### config.mk
export PLATFORM = sky130hd
export DESIGN_NAME = seq_div_unit
export DESIGN_NICKNAME = d
export VERILOG_FILES = /design/src/rtl/seq_div_unit.sv
export SDC_FILE = /design/constraint.sdc
export NUM_CORES = 1
export LEC_CHECK = 0
export CORE_MARGIN = 2
export CORE_UTILIZATION = 45
export CTS_CLUSTER_SIZE = 24
export DETAILED_ROUTE_END_ITERATION = 10
export PLACE_DENSITY = 0.69
export RECOVER_POWER = 25
export SYNTH_ARGS = -nofsm -noshare
export SYNTH_HDL_FRONTEND = slang
export SYNTH_SLANG_ARGS = --single-unit
### constraint.sdc
create_clock -name clk -period 4.5 [get_ports clk]
set_clock_uncertainty 0.2 [all_clocks]
set_input_delay 1.125 -clock clk [delete_from_list [all_inputs] [get_ports clk]]
set_output_delay 1.125 -clock clk [all_outputs]
set_load 0.03 [all_outputs]
### src/rtl/seq_div_unit.sv
// seq_div_unit: iterative restoring divider, 2*width-bit dividend by width-bit divisor,
// valid/ready on both sides. Optional DIV_BACK2BACK_EN accepts a new operation on the result-consume edge.
module seq_div_unit #(
  parameter int width = 6
) (
  input  logic               clk,
  input  logic               rst_n,
  input  logic               in_valid,
  output logic               in_ready,
  input  logic [2*width-1:0] dividend,
  input  logic [width-1:0]   divisor,
  output logic               out_valid,
  input  logic               out_ready,
  output logic [width-1:0]   quotient,
  output logic [width-1:0]   remainder,
  output logic               div_by_zero,
  output logic               overflow
);

  localparam int CW = (width > 1) ? $clog2(width) : 1;

  typedef enum logic [1:0] {S_IDLE, S_CALC, S_DONE} state_t;

  state_t           r_state;
  state_t           w_state_next;
  logic             r_in_ready;
  logic             r_out_valid;
  logic [width-1:0] r_div;
  logic [width-1:0] r_part;
  logic [width-1:0] r_shq;
  logic [CW-1:0]    r_count;
  logic [width-1:0] r_quot;
  logic [width-1:0] r_rem;
  logic             r_dz;
  logic             r_ov;

  logic             w_accept;
  logic             w_in_ready;
  logic [width-1:0] w_hi;
  logic [width-1:0] w_lo;
  logic             w_err;
  logic             w_last;
  logic [width:0]   w_trial;
  logic             w_ge;
  logic [width-1:0] w_part_next;
  logic [width-1:0] w_shq_next;

  assign w_hi = dividend[2*width-1:width];
  assign w_lo = dividend[width-1:0];
  // The high half must be strictly below the divisor, otherwise the quotient needs more than width bits.
  assign w_err  = (divisor == '0) || (w_hi >= divisor);
  assign w_last = (r_count == CW'(width - 1));

  // One restoring step: bring in the next dividend bit, subtract if it fits.
  assign w_trial     = {r_part, r_shq[width-1]};
  assign w_ge        = (w_trial >= {1'b0, r_div});
  assign w_part_next = w_ge ? (w_trial[width-1:0] - r_div) : w_trial[width-1:0];
  assign w_shq_next  = {r_shq[width-2:0], w_ge};

  // State register; in_ready and out_valid are registered copies of the next state.
  always_ff @(posedge clk or negedge rst_n) begin
    if (!rst_n) begin
      r_state     <= S_IDLE;
      r_in_ready  <= 1'b0;
      r_out_valid <= 1'b0;
    end else begin
      // NOTE: sequential state uses non-blocking assignments so every register samples pre-edge values.
      r_state     <= w_state_next;
      r_in_ready  <= (w_state_next == S_IDLE);
      r_out_valid <= (w_state_next == S_DONE);
    end
  end

  // Next-state logic
  always_comb begin
    // NOTE: default first so no path leaves w_state_next unassigned and infers a latch.
    w_state_next = r_state;
    case (r_state)
      S_IDLE: begin
        if (w_accept) w_state_next = w_err ? S_DONE : S_CALC;
      end
      S_CALC: begin
        if (w_last) w_state_next = S_DONE;
      end
      S_DONE: begin
        if (w_accept)       w_state_next = w_err ? S_DONE : S_CALC;
        else if (out_ready) w_state_next = S_IDLE;
      end
      default: w_state_next = S_IDLE;
    endcase
  end

  // Output logic
  always_comb begin
`ifdef DIV_BACK2BACK_EN
    w_in_ready = r_in_ready | ((r_state == S_DONE) & out_ready);
`else
    w_in_ready = r_in_ready;
`endif
    w_accept = in_valid & w_in_ready;
  end

  assign in_ready    = w_in_ready;
  assign out_valid   = r_out_valid;
  assign quotient    = r_quot;
  assign remainder   = r_rem;
  assign div_by_zero = r_dz;
  assign overflow    = r_ov;

  // Datapath: operand capture, iteration, and result registers held until the next result.
  always_ff @(posedge clk or negedge rst_n) begin
    if (!rst_n) begin
      // NOTE: these are plain flops, not a memory, so they are cleared by the async reset like the FSM.
      r_div   <= '0;
      r_part  <= '0;
      r_shq   <= '0;
      r_count <= '0;
      r_quot  <= '0;
      r_rem   <= '0;
      r_dz    <= 1'b0;
      r_ov    <= 1'b0;
    end else if (w_accept) begin
      r_div   <= divisor;
      r_part  <= w_hi;
      r_shq   <= w_lo;
      r_count <= '0;
      r_dz    <= 1'b0;
      r_ov    <= 1'b0;
      if (divisor == '0) begin
        r_quot <= '1;
        r_rem  <= w_lo;
        r_dz   <= 1'b1;
      end else if (w_hi >= divisor) begin
        r_quot <= '1;
        r_rem  <= '0;
        r_ov   <= 1'b1;
      end
    end else if (r_state == S_CALC) begin
      r_part  <= w_part_next;
      r_shq   <= w_shq_next;
      r_count <= r_count + CW'(1);
      if (w_last) begin
        r_quot <= w_shq_next;
        r_rem  <= w_part_next;
      end
    end
  end

endmodule

==> out/results.txt, run 1 <==
status: finished with violations
violated checks: max-capacitance violations, max-slew violations
data arrival time of the critical path: 3.71 ns
Cell Pwr Density: 819 mW/mm2
Buf/Inv on CP: 2
die area: 0.00561 mm2
Finished Layout Cells: 355
data required time of the critical path: 4.48 ns
port bufs: 37
Gate power share: 60.9%
CP max FO: 12
leakage: 1.21 nW
largest net degree at the start of global routing: 40
DR iter-0 viols: 116
sw frac: 46.2%
Crit Path Category: in -> reg
Reg area: 976 um2
FFs w/ async S/R, synth: 100%
drt pass-1 iters: 5
detailed-route via count: 1,898
Top Family by Delay on Critical Path: compound AO/OA/AOI/OAI gates
cell area after synthesis: 0.00226 mm2
placed cell areas: 0.00267 mm2
syn nets: 289
pre-CTS setup slack: 0.509 ns
Tmin final: 3.73 ns
RSZ-0062 raised after global routing: false
Crit-path slowest cell: clkdlybuf4s50_1
final design instance area without fill: 0.00277 mm2
setup TNS: 0 ns
most common cell in the synthesized netlist: dfrtp_1
Critical Path Sink Type: register
commonest cells in the netlist: dfrtp_1 (39), nand2_1 (33), nor2_1 (29)
Nets: 324
#FFs+latches synth: 39
Cell Chain, Critical Path: clkdlybuf4s50_1 > inv_1 > ha_1 > a21oi_1 > o21ai_0 > a221oi_1 > a21oi_1 > nand2b_1 > mux2_2
GRT Util Overall: 20.8%
worst min path class: reg -> reg
Main synth FF type: dfrtp_1
clk root buf: clkbuf_8
Avg WL per Cell: 14.8 um
Multi-input gate area: 0.00116 mm2
setup ws final: 0.773 ns
synth-to-layout area growth: 22.2%
largest area contributor in the netlist: dfrtp_1
clk slew on worst S/H paths: 0.07 ns
final-report max-slew violation count: 40
Post-DP HPWL: 3840 um
net load switching power: 1.05 mW
TritonCTS clock tree: built
worst vdd ir: 0.375 mV
Tcrit/Tclk final: 82.8%
Seq/Total Area, Yosys: 43.1%
vias in the first global route: 1,866
Syn Area/Cell: 8.98 um2
Critical Path Max Stage Delay: 0.48 ns
layout cells sized above 1: 6.25%
vias per inst: 5.35
Ports: 38
overall power: 2.26 mW
# diodes: 0
Die Height: 74.9 um
post-route ant nets: 0
hold bufs inserted after CTS: 0
cells after synthesis: 252
final hold slack: 0.287 ns
Filler cells: 447
initial antenna violation count: 0
part of the power in registers: 27.7%
clock power share: 11.4%
Yosys top cell area share: 43.1%
dpl cells: 347
htree depth: 2
CTS sink cnt: 39
Pint: 1.22 mW
headroom to the max-slew limit: -37.8%
max_cap viols: 1
Post-synth EDFFs: 0
maximum clock frequency: 0.268 GHz
Final Hold Vio Count: 0
first-pass GRT wire length: 8810 um
Num CTS Buffers: 5
Yosys cell types: 46
DR DRC count: 0
number of setup buffers added after CTS: 0
row count: 25
final wirelength: 5260 um
Setup Viol. Count Final: 0
worst skew pair latency: 0.29 ns
CP Launch Type: primary input
Util after Layout: 57.8%
die width: 74.9 um
total gr overflow: 0
Initial Util: 47.3%
Max clock buf depth: 2
RD Place Congestion: 0.846
cts repair resizes: 0
YS warnings: 0
worst slew pin tran: 2.07 ns
ranking of synthesized cells by area: dfrtp_1 (43%), ha_1 (7.7%), nand2_1 (5.5%)
most used cell along the critical path: a21oi_1
CORE AREA: 0.00479 mm2
flip-flops by register name, summed over array words and instances, names as in the netlist:
register	flops
div_by_zero	1
in_ready	1
out_valid	1
overflow	1
quotient	6
r_count	3
r_div	6
r_part	6
r_shq	6
r_state	2
remainder	6
final cells by class:
| type | instances | share of cell area (%) |
|---|---|---|
| multi-input cells | 183 | 41.8 |
| flip-flops and latches | 39 | 35.3 |
| inverters | 19 | 2.58 |
| clock buffers | 8 | 3.62 |
| well taps | 67 | 3.03 |
| repair buffers | 39 | 13.7 |
kinds of logic (layout without fill, tap and decap cells):
family / after synthesis / in the layout / synth area share, %
compound gates: 67 / 67 / 19.7
xor+xnor: 4 / 4 / 1.55
fa+ha+maj: 15 / 15 / 8.62
buf+inv: 30 / 66 / 5.80
flops: 39 / 39 / 43.1
mux: 8 / 8 / 3.81
simple gates: 89 / 89 / 17.4
layer usage:
metal,global-route usage [%],share of wire [%],up-vias
met5,0,0,-
met4,7.14,1.4,0
met3,2.81,3.5,8
met2,32.7,46,42
met1,29.6,49,897
li1,-,-,951
worst paths after layout:
| check | to | depth (start not counted) | slack (ns) | startpoint |
|---|---|---|---|---|
| min in group asynchronous | r_count[2] | 1 | 1.23 | rst_n |
| worst min register to register | div_by_zero | 1 | 0.29 | div_by_zero |
| max in group asynchronous | quotient[3] | 1 | 1.70 | rst_n |
| worst max register to register | remainder[2] | 7 | 1.75 | r_part[4] |
| worst min-delay path | div_by_zero | 1 | 0.29 | div_by_zero |
| worst max-delay path | remainder[3] | 9 | 0.77 | divisor[2] |
power by group through the flow:
stage	sequential (mW)	combinational (mW)	clock [mW]
5_1_grt	0.647	1.52	0.277
6_report	0.627	1.38	0.259
4_1_cts	0.626	1.38	0.264
3_5_place_dp	0.632	1.37	0
3_3_place_gp	0.628	1.36	0
2_1_floorplan	0.718	0.930	0
worst reg2reg max path: stages (launching register included):
cell and delay, ns:
dfrtp_1 0.41, ha_1 0.42, a211oi_2 0.28, nand2_2 0.14, a311oi_4 0.56, mux2_4 0.38, a22oi_1 0.18, o21ai_2 0.07
layout by cell type, fill, tap and decap left out, types with 2 or more instances in the layout:
cell,netlist,final
a31oi_1,5,5
dfrtp_1,39,39
xnor2_1,3,3
buf_4,1,2
nor4_1,2,2
clkdlybuf4s50_1,0,36
o21ai_0,15,15
inv_1,19,19
ha_1,14,14
clkbuf_1,8,2
a21oi_1,17,17
o21ai_1,4,4
nand2_1,33,33
o22ai_1,4,4
nor2_1,29,29
nor3_1,4,4
a22oi_1,2,2
o22a_1,5,5
nor2b_1,2,2
clkbuf_8,0,7
mux2i_1,6,6
nand3_1,4,4
o21ai_2,2,2
a222oi_1,2,2
a21o_1,3,3
nand2b_1,6,6
(Power assumes the default switching activity.)
==> run 2: changes to the inputs <==
- PLACE_DENSITY: 0.69 -> 0.72
- clock period: 4.5 -> 3.4 ns (I/O delays scaled with it)
==> out/results.txt, run 2 (same netlist as run 1, synthesis figures left out) <==
status: finished with violations
violated checks: max-capacitance violations, max-slew violations
clk root buf: clkbuf_8
cts repair resizes: 0 (unchanged)
TritonCTS clock tree: built
Post-DP HPWL: 4080 um (+6.3%)
max_cap viols: 1 (unchanged)
initial antenna violation count: 0 (unchanged)
vias per inst: 5.29 (-1.1%)
Critical Path Sink Type: register
most frequent cells in the layout: dfrtp_1 (39), clkdlybuf4s50_1 (36), nand2_1 (33), nor2_1 (29), inv_1 (19)
detailed-route via count: 1,919 (+1.1%)
Initial Util: 47.3% (unchanged)
Final Hold Vio Count: 0 (unchanged)
DR iter-0 viols: 155 (+34%)
final design instance area without fill: 0.00284 mm2 (+2.8%)
vias in the first global route: 1,995 (+6.9%)
leakage: 1.26 nW (+4.2%)
headroom to the max-slew limit: -41.9% (-4.1 points)
worst min path class: reg -> reg
final wirelength: 5410 um (+2.9%)
Max clock buf depth: 2 (unchanged)
Crit Path Category: in -> reg
overall power: 3.08 mW (+36%)
setup TNS: 0 ns (unchanged)
CORE AREA: 0.00479 mm2 (unchanged)
CP max FO: 4 (-8)
Die Height: 74.9 um (unchanged)
drt pass-1 iters: 4 (-1)
Nets: 332 (+2.5%)
row count: 25 (unchanged)
RD Place Congestion: 0.823 (-2.8%)
Avg WL per Cell: 14.9 um (+0.64%)
worst slew pin tran: 2.13 ns (+0.0608 ns)
clk slew on worst S/H paths: 0.08 ns (about the same)
data required time of the critical path: 3.39 ns (-1.09 ns)
maximum clock frequency: 0.327 GHz
layout cells sized above 1: 9.12% (+2.9 points)
CTS sink cnt: 39 (unchanged)
final hold slack: 0.297 ns (+0.00934 ns)
Setup Viol. Count Final: 0 (unchanged)
synth-to-layout area growth: 25.6%
placed cell areas: 0.00273 mm2 (+2.3%)
Num CTS Buffers: 5 (unchanged)
die area: 0.00561 mm2 (unchanged)
GRT Util Overall: 21.5% (+0.72 points)
data arrival time of the critical path: 3.04 ns (-0.67 ns)
largest net degree at the start of global routing: 40 (unchanged)
Filler cells: 421 (-5.8%)
total gr overflow: 0 (unchanged)
first-pass GRT wire length: 9110 um (+3.4%)
htree depth: 2 (unchanged)
final-report max-slew violation count: 40 (unchanged)
Tcrit/Tclk final: 89.9%
worst skew pair latency: 0.29 ns (about the same)
hold bufs inserted after CTS: 0 (unchanged)
worst vdd ir: 0.574 mV (+53%)
most common cell after layout, fill and taps aside: dfrtp_1
port bufs: 37 (unchanged)
Tmin final: 3.06 ns
RSZ-0062 raised after global routing: false
Ports: 38 (unchanged)
# diodes: 0 (unchanged)
number of setup buffers added after CTS: 0 (unchanged)
die width: 74.9 um (unchanged)
Cell Pwr Density: 1080 mW/mm2 (+32%)
DR DRC count: 0 (unchanged)
CP Launch Type: primary input
post-route ant nets: 0 (unchanged)
run 2: cell types whose count changed in the layout (fill, tap and decap cells not counted), sizes merged:
cell	before	now
clkinv	0	1
buf	2	10
bufinv	0	1
clkbuf	9	7
run 2: critical path, stage by stage:
cell	delay (ns)
clkdlybuf4s50_1	0.48
inv_1	0.06
ha_1	0.28
a21oi_1	0.14
o21ai_0	0.10
a221oi_1	0.30
buf_4	0.17
a21oi_1	0.08
nand2b_1	0.23
buf_4	0.19
o22a_1	0.17
run 2: routing by layer:
| metal | vias up | part of all wire, % | GRT usage [%] |
|---|---|---|---|
| met2 | 38 | 46 | 33.9 |
| met4 | 0 | 1.9 | 7.34 |
| met3 | 10 | 4.0 | 3.75 |
| met1 | 907 | 48 | 30.1 |
| li1 | 964 | - | - |
| met5 | - | 0 | 0 |
run 2: where the power goes:
part           switching, mW  internal [mW]
clock                  0.162          0.237
sequential             0.154          0.678
combinational           1.07          0.779
total                   1.38           1.69
run 2: area by class of cell:
class	count	area (um2)	area share (%)
Tap cell	67	83.8	2.95
Inverter	19	71.3	2.51
Clock buffer	6	82.6	2.90
Multi-Input combinational cell	183	1160	40.7
Timing Repair Buffer	47	439	15.4
Sequential cell	39	976	34.3
Clock inverter	2	35.0	1.23
run 2: worst paths after layout:
check	slack (ns)	from	cells after the start	endpoint
max	0.34	divisor[2]	11	quotient[4]
min	0.30	div_by_zero	1	div_by_zero
max reg2reg	0.72	r_part[4]	7	remainder[2]
min reg2reg	0.30	div_by_zero	1	div_by_zero
max in group asynchronous	0.81	rst_n	1	r_state[1]
min in group asynchronous	0.96	rst_n	1	div_by_zero
run 2: stage by stage:
| step | cells | util (%) | worst slack [ns] |
|---|---|---|---|
| 2_1_floorplan | 252 | - | 0.686 |
| 3_3_place_gp | 355 | 57.0 | 0.0984 |
| 3_5_place_dp | 355 | 57.0 | 0.0538 |
| 4_1_cts | 363 | 59.5 | 0.358 |
| 5_1_grt | 363 | 59.4 | 0.169 |
| 6_report | 363 | 59.4 | 0.342 |
==> run 3: changes to the inputs <==
- CELL_PAD_IN_SITES_DETAIL_PLACEMENT: default -> 1
- CELL_PAD_IN_SITES_GLOBAL_PLACEMENT: default -> 2
- CORE_UTILIZATION: 45 -> 29
- PLACE_DENSITY: 0.72 -> 0.81
==> out/results.txt, run 3 (same netlist as run 1, synthesis figures left out) <==
CP Launch Type: primary input
die area: 0.00853 mm2 (+52%)
Tmin final: 3.07 ns (+0.00809 ns)
CORE AREA: 0.00765 mm2 (+60%)
detailed-route via count: 1,972 (+2.8%)
worst skew pair latency: 0.30 ns (about the same)
# diodes: 0 (unchanged)
vias per inst: 4.98 (-5.8%)
layout cells sized above 1: 8.16% (-0.96 points)
hold bufs inserted after CTS: 0 (unchanged)
Post-DP HPWL: 4790 um (+17%)
vias in the first global route: 2,132 (+6.9%)
initial antenna violation count: 0 (unchanged)
data arrival time of the critical path: 3.05 ns (about the same)
maximum clock frequency: 0.326 GHz (-0.26%)
first-pass GRT wire length: 10,900 um (+19%)
RD Place Congestion: 0.874 (+6.2%)
die width: 92.3 um (+23%)
Crit-path slowest cell: clkdlybuf4s50_1
most frequent cells in the layout: dfrtp_1 (39), clkdlybuf4s50_1 (36), nand2_1 (33), nor2_1 (29), inv_1 (19)
Crit Path Category: in -> reg
drt pass-1 iters: 4 (unchanged)
Nets: 332 (unchanged)
Die Height: 92.3 um (+23%)
clk root buf: clkbuf_8
worst min path class: reg -> reg
Setup Viol. Count Final: 0 (unchanged)
part of the power in registers: 27.6% (+0.6 points)
Buf/Inv on CP: 4 (unchanged)
headroom to the max-slew limit: -44.3% (-2.5 points)
row count: 32 (+28%)
most common cell after layout, fill and taps aside: dfrtp_1
Gate power share: 62.7% (+2.7 points)
violated checks: max-capacitance violations, max-slew violations
status: finished with violations
RSZ-0062 raised after global routing: false
Num CTS Buffers: 5 (unchanged)
max_cap viols: 1 (unchanged)
CP max FO: 6 (+2)
Final Hold Vio Count: 0 (unchanged)
Top Family by Delay on Critical Path: buffers and inverters
number of setup buffers added after CTS: 0 (unchanged)
total gr overflow: 0 (unchanged)
Filler cells: 916 (+120%)
DR iter-0 viols: 88 (-43%)
clock power share: 9.8% (-3.2 points)
Pint: 1.60 mW (-5.6%)
setup TNS: 0 ns (unchanged)
largest net degree at the start of global routing: 40 (unchanged)
GRT Util Overall: 16.2% (-5.4 points)
worst vdd ir: 0.367 mV (-36%)
Cell Chain, Critical Path: clkdlybuf4s50_1 > inv_1 > ha_1 > a21oi_1 > o21ai_0 > a221oi_1 > buf_4 > a21oi_1 > nand2b_1 > buf_4 > o22a_1
worst slew pin tran: 2.17 ns (+0.0369 ns)
cts repair resizes: 0 (unchanged)
Avg WL per Cell: 15.8 um (+5.9%)
clk slew on worst S/H paths: 0.07 ns (about the same)
net load switching power: 1.43 mW (+3.3%)
final hold slack: 0.291 ns (-0.00536 ns)
Critical Path Max Stage Delay: 0.48 ns (about the same)
data required time of the critical path: 3.38 ns (about the same)
Ports: 38 (unchanged)
Critical Path Sink Type: register
final wirelength: 6250 um (+16%)
post-route ant nets: 0 (unchanged)
synth-to-layout area growth: 25.6% (about the same)
CTS sink cnt: 39 (unchanged)
Initial Util: 29.6% (-18 points)
Tcrit/Tclk final: 90.2% (+0.24 points)
htree depth: 2 (unchanged)
final-report max-slew violation count: 40 (unchanged)
sw frac: 47.2% (+2.2 points)
leakage: 1.23 nW (-2.0%)
DR DRC count: 0 (unchanged)
TritonCTS clock tree: built
port bufs: 37 (unchanged)
Cell Pwr Density: 1070 mW/mm2 (-1.6%)
Max clock buf depth: 2 (unchanged)
## run 3: final timing paths
| kind | from | end | slack (ns) | cells after the start |
|---|---|---|---|---|
| max | divisor[2] | quotient[4] | 0.33 | 11 |
| min | div_by_zero | div_by_zero | 0.29 | 1 |
| max reg2reg | r_part[4] | r_part[1] | 0.67 | 7 |
| min reg2reg | div_by_zero | div_by_zero | 0.29 | 1 |
| max in group asynchronous | rst_n | r_shq[5] | 0.78 | 1 |
| min in group asynchronous | rst_n | remainder[2] | 0.98 | 1 |
## run 3: worst register-to-register path, cell delays in order (launching register included)
cell      delay, ns
dfrtp_1        0.42
ha_1           0.41
a211oi_2       0.28
nand2_2        0.13
a311oi_4       0.55
mux2i_1        0.41
nor2_1         0.08
o21ai_1        0.16
## run 3: final cells by class
type / count / area, um2 / area share, %
clock buffer: 6 / 72.6 / 2.55
inverter: 19 / 71.3 / 2.51
multi-input combinational: 183 / 1160 / 40.7
sequential: 39 / 976 / 34.3
tap: 102 / 128 / 4.49
timing repair buffer: 47 / 439 / 15.4
## run 3: power by group through the flow
stage | Sequential, mW | Clock, mW | Combinational [mW]
floorplan | 0.950 | 0 | 1.23
global placement | 0.845 | 0 | 1.88
detailed placement | 0.843 | 0 | 1.91
CTS | 0.836 | 0.303 | 1.92
global route | 0.865 | 0.328 | 2.13
finish | 0.835 | 0.296 | 1.90
## run 3: routing by layer
| layer | vias up | wire [um] | GRT usage (%) |
|---|---|---|---|
| li1 | 955 | - | - |
| met1 | 987 | 2950 | 20.9 |
| met2 | 25 | 3070 | 27.4 |
| met3 | 5 | 153 | 3.17 |
| met4 | 0 | 81 | 4.60 |
| met5 | - | 0 | 0 |
## run 3: through the flow
stage	instance area, um2	setup WS, ns	power [mW]	instances	utilization, %
global route	2840	0.138	3.32	396	37.2
detailed placement	2770	0.0113	2.75	390	36.2
floorplan	2260	0.686	2.18	252	-
global placement	2770	0.0481	2.72	390	36.2
CTS	2840	0.309	3.06	396	37.2
finish	2840	0.334	3.03	396	37.2
